--- src/rtl/controller_sequencer.sv ---
// SAP-1 control unit: a six-state one-hot ring (T1-T3 fetch, T4-T6 execute) decoding the IR opcode into datapath strobes.
// Strobes are combinational from the registered ring and halt flag; run=0 freezes the ring and blanks all strobes.
module controller_sequencer (
   input  logic       clk,
   input  logic       reset,
   input  logic       run,
   input  logic [3:0] opcode,
   output logic       pc_increment,
   output logic       pc_enable,
   output logic       mar_load,
   output logic       ram_enable,
   output logic       ir_load,
   output logic       ir_enable,
   output logic       a_load,
   output logic       a_enable,
   output logic       b_load,
   output logic       alu_enable,
   output logic       alu_subtract,
   output logic       out_load,
   output logic [5:0] t_state,
   output logic       halted
);

   localparam logic [3:0] OP_LDA = 4'b0000;
   localparam logic [3:0] OP_ADD = 4'b0001;
   localparam logic [3:0] OP_SUB = 4'b0010;
   localparam logic [3:0] OP_OUT = 4'b1110;
   localparam logic [3:0] OP_HLT = 4'b1111;

   typedef enum logic [5:0] {
      T1 = 6'b000001,
      T2 = 6'b000010,
      T3 = 6'b000100,
      T4 = 6'b001000,
      T5 = 6'b010000,
      T6 = 6'b100000
   } ring_e;

   typedef struct packed {
      logic pc_increment;
      logic pc_enable;
      logic mar_load;
      logic ram_enable;
      logic ir_load;
      logic ir_enable;
      logic a_load;
      logic a_enable;
      logic b_load;
      logic alu_enable;
      logic alu_subtract;
      logic out_load;
   } ctrl_t;

   ring_e state_q, state_d;
   logic  halted_q, halted_d;
   logic  advance;
   ctrl_t ctrl;

   assign advance = run & ~halted_q;

   always_ff @(posedge clk) begin
      if (reset) begin
         state_q  <= T1;
         halted_q <= 1'b0;
      end else begin
         state_q  <= state_d;
         halted_q <= halted_d;
      end
   end

   always_comb begin
      state_d  = state_q;
      halted_d = halted_q;
      case (state_q)
         T1: if (advance) state_d = T2;
         T2: if (advance) state_d = T3;
         T3: if (advance) state_d = T4;
         // HLT parks the ring on T4 instead of advancing
         T4: if (advance) begin
            if (opcode == OP_HLT) halted_d = 1'b1;
            else                  state_d  = T5;
         end
         T5: if (advance) state_d = T6;
         T6: if (advance) state_d = T1;
         default: state_d = T1;
      endcase
   end

   always_comb begin
      ctrl = '0;
      if (!reset && advance) begin
         case (state_q)
            T1: begin
               ctrl.pc_enable = 1'b1;
               ctrl.mar_load  = 1'b1;
            end
            T2: ctrl.pc_increment = 1'b1;
            T3: begin
               ctrl.ram_enable = 1'b1;
               ctrl.ir_load    = 1'b1;
            end
            T4: begin
               if (opcode == OP_LDA || opcode == OP_ADD || opcode == OP_SUB) begin
                  ctrl.ir_enable = 1'b1;
                  ctrl.mar_load  = 1'b1;
               end else if (opcode == OP_OUT) begin
                  ctrl.a_enable = 1'b1;
                  ctrl.out_load = 1'b1;
               end
            end
            T5: begin
               if (opcode == OP_LDA) begin
                  ctrl.ram_enable = 1'b1;
                  ctrl.a_load     = 1'b1;
               end else if (opcode == OP_ADD || opcode == OP_SUB) begin
                  ctrl.ram_enable = 1'b1;
                  ctrl.b_load     = 1'b1;
               end
            end
            T6: begin
               if (opcode == OP_ADD || opcode == OP_SUB) begin
                  ctrl.alu_enable   = 1'b1;
                  ctrl.a_load       = 1'b1;
                  ctrl.alu_subtract = (opcode == OP_SUB);
               end
            end
            default: ctrl = '0;
         endcase
      end
   end

   assign pc_increment = ctrl.pc_increment;
   assign pc_enable    = ctrl.pc_enable;
   assign mar_load     = ctrl.mar_load;
   assign ram_enable   = ctrl.ram_enable;
   assign ir_load      = ctrl.ir_load;
   assign ir_enable    = ctrl.ir_enable;
   assign a_load       = ctrl.a_load;
   assign a_enable     = ctrl.a_enable;
   assign b_load       = ctrl.b_load;
   assign alu_enable   = ctrl.alu_enable;
   assign alu_subtract = ctrl.alu_subtract;
   assign out_load     = ctrl.out_load;
   assign t_state      = state_q;
   assign halted       = halted_q;

endmodule

--- config.mk ---
export PLATFORM = sky130hd
export DESIGN_NAME = controller_sequencer
export DESIGN_NICKNAME = d
export VERILOG_FILES = /design/src/rtl/controller_sequencer.sv
export SDC_FILE = /design/constraint.sdc
export NUM_CORES = 1
export LEC_CHECK = 0
export BUFFER_PORTS_ARGS = -buffer_cell sky130_fd_sc_hd__buf_2
export CORE_MARGIN = 2
export CORE_UTILIZATION = 45
export DETAILED_ROUTE_END_ITERATION = 8
export GPL_TIMING_DRIVEN = 0
export HOLD_SLACK_MARGIN = 0.03
export PLACE_DENSITY = 0.77
export RECOVER_POWER = 25
export SLEW_MARGIN = 20
export SYNTH_ARGS = -nofsm -noshare
export SYNTH_HDL_FRONTEND = slang
export SYNTH_SLANG_ARGS = --single-unit
--- constraint.sdc ---
create_clock -name clk -period 1.9 [get_ports clk]
set_input_delay 0.285 -clock clk [delete_from_list [all_inputs] [get_ports clk]]
set_output_delay 0.285 -clock clk [all_outputs]
set_load 0.02 [all_outputs]
==> impl_results.md <==
- Max Slew Vio Count: 0
- Clock Tree Root: clkbuf_4
- Placed Cells incl. Taps: 112
- Vias per inst: 5.36
- Final setup violating endpoints: 2
- Antenna violations before repair: 0
- Library cells used by synthesis: 36
- Commonest non-fill, non-tap cell in the layout: buf_2
- Final net count: 122
- Pwr dens: 452 mW/mm2
- Period utilization: 107%
- Number of diodes: 0
- Overall power after layout: 0.449 mW
- Total of max-cap violations: 0
- Synth Net Count: 79
- Most frequent cells in the layout: 17 x buf_2, 14 x buf_4, 8 x nor2_1, 8 x nand2_1, 6 x buf_6
- Wirelength per Cell: 13.7 um
- Final ANT Viol Nets: 0
- Largest net degree at the start of global routing: 11
- Remaining Overflow, GRT: 0
- Area delta synth->final: 66.7%
- PortBufs: 25
- Routability cong.: 0.819
- Post-Syn Area: 597 um2
- Drt drc: 0
- Failing checks: setup timing
- CP Capture Type: output port
- I/O pins: 26
- CTS Hold Bufs: 0
- Post-DP HPWL: 1.08 mm
- LEAKAGE: 0.484 nW
- Register bit count reported by yosys: 7
- Vias: 692
- Number of global-route vias before repair: 546
- Critical path launch point type: register
- Worst-Skew Late Latency: 250 ps
- Synth Instances: 72
- Clk buf depth: 2
- Global Route Usage Sum: 22.0%
- CTS buffer count: 3
- Final min period: 2040 ps
- Setup TNS: -137 ps
- Row count: 13
- Hold Vio Cnt, Final: 0
- DR iter-0 viols: 16
- Worst hold path class: in -> reg
- Worst R2R Path Depth: 7
- Worst EP required: 1620 ps
- Actual slew at the worst max-slew pin: 382 ps
- Final Skew: 2.31 ps
- Core box area: 0.00127 mm2
- Worst Path Max Fanout: 4
- Peak supply drop: 0.000387 V
- Fmax: 0.491 GHz
- CTS tree: yes
- Initial Utilization: 47.0%
- Worst setup margin: -136 ps
- RSZ-0062 raised after global routing: yes
- Final std cells w/o fill: 129
- Die height: 40.4 um
- Status: finished with violations
- Hold depth: 3
- Syn_area_per_cell: 8.29 um2
- Hold WS: 312 ps
- First-pass DRT Iterations: 4
- Rel. slew slack: 74.6%
- CP Class: reg -> out
- Die X: 40.4 um
- First-pass GRT wire length: 2.33 mm
- YS warnings: 0
- Setup slack, reg-to-reg: 20 ps
- Clock transition at path regs: 60 ps
- Final core utilization: 78.4%
- Layout cells sized above 1: 57.0%
- DIE AREA: 0.00163 mm2
- WL final: 1.77 mm
- Post-synthesis sequential area ratio: 23.5%
- Clk sinks: 7
- Critical Path AT: 1750 ps
- H-tree levels: 1
[timing repair]
action / CTS / global route
pin swaps: 4 / 10
setup endpoints to repair: 10 / 12
resized for setup: 20 / 15
buffers inserted: 7 / 8
[critical path: stages (launching register included)]
cell	delay [ps]
dfxtp_4	360
nor4_4	310
nand3b_1	140
mux2_4	280
o22ai_2	140
and2_4	160
buf_6	110
[path summary, 6_finish.rpt]
check / startpoint / end
setup / recovery: t_state[2]$_SDFFE_PP0P_ / a_load
hold / removal: run / halted$_SDFFE_PP0P_
setup reg to reg: t_state[4]$_SDFFE_PP0P_ / t_state[4]$_SDFFE_PP0P_
hold reg to reg: halted$_SDFFE_PP0P_ / halted$_SDFFE_PP0P_
[flip-flops by register name, summed over array words and instances (netlist names)]
| register | flops |
|---|---|
| halted | 1 |
| t_state | 6 |
[cells in the mapped netlist]
| library cell | n | area share [%] |
|---|---|---|
| mux2_2 | 1 | 1.9 |
| xor2_1 | 2 | 2.9 |
| mux2_4 | 2 | 5.0 |
| o211ai_2 | 1 | 2.1 |
| a21o_1 | 2 | 2.5 |
| o31ai_1 | 1 | 1.3 |
| nor3_2 | 1 | 1.7 |
| nand4_1 | 1 | 1.0 |
| o32ai_4 | 1 | 4.6 |
| nor4_2 | 1 | 2.1 |
| o22ai_1 | 1 | 1.0 |
| clkbuf_1 | 1 | 0.63 |
| nor3_4 | 1 | 2.7 |
| inv_1 | 5 | 3.1 |
| nand2_1 | 8 | 5.0 |
| or2_2 | 1 | 1.0 |
| dfxtp_1 | 7 | 23 |
| and4b_1 | 2 | 3.4 |
| nand2b_1 | 2 | 2.1 |
| or2b_1 | 2 | 2.5 |
| and2_1 | 1 | 1.0 |
| buf_6 | 1 | 1.9 |
| and3b_1 | 1 | 1.5 |
| nand4_2 | 1 | 2.1 |
| nor2_1 | 9 | 5.7 |
| nor3_1 | 1 | 0.84 |
| a21oi_1 | 1 | 0.84 |
| nor2b_1 | 2 | 2.1 |
| nor2_2 | 1 | 1.0 |
| nor4_1 | 1 | 1.0 |
| nand3b_1 | 1 | 1.3 |
| nand4b_1 | 1 | 1.5 |
| a21boi_2 | 1 | 1.9 |
| o21ai_0 | 5 | 4.2 |
| buf_4 | 1 | 1.3 |
| a221o_1 | 1 | 1.7 |
[final cells by class]
cell class / instances / area, um2
Multi-Input combinational cell: 57 / 502
Fill cell: 89 / 274
Timing Repair Buffer: 40 / 269
Sequential cell: 7 / 154
Clock buffer: 4 / 26.3
Inverter: 5 / 21.3
Tap cell: 15 / 18.8
Buffer: 1 / 3.75
[per-stage QoR]
stage                     area [um2]  worst slack [ps]
after floorplan                  612              36.8
after global placement           756            -0.291
after detailed placement         756             -41.3
after CTS                        893              -121
after global routing             995              -196
final                            995              -136
[cell families (layout without fill, tap and decap cells)]
| family | count (synthesis) | in the layout | synth area share (%) |
|---|---|---|---|
| and+or+nand+nor | 38 | 38 | 39.6 |
| AOI/OAI and AO/OA | 14 | 14 | 20.1 |
| buffers and inverters | 8 | 50 | 6.92 |
| DFF | 7 | 7 | 23.5 |
| muxes | 3 | 3 | 6.92 |
| xor gates and xnor gates | 2 | 2 | 2.94 |
[metal layers]
| metal | up-vias | share of wire [%] | GRT usage (%) | wire length [um] |
|---|---|---|---|---|
| li1 | 342 | - | - | - |
| met1 | 327 | 47 | 29.7 | 841 |
| met4 | 0 | 0.45 | 12.5 | 8 |
| met2 | 21 | 48 | 32.9 | 848 |
| met5 | - | 0 | 0 | 0 |
| met3 | 2 | 4.2 | 3.33 | 75 |
[report_power, final]
group / total (mW) / leakage [nW] / internal (mW) / switching (mW)
clock network: 0.137 / 0.0150 / 0.0803 / 0.0565
logic: 0.144 / 0.409 / 0.0673 / 0.0772
registers: 0.168 / 0.0596 / 0.150 / 0.0179
No activity file was read; power rests on OpenSTA's default activity.
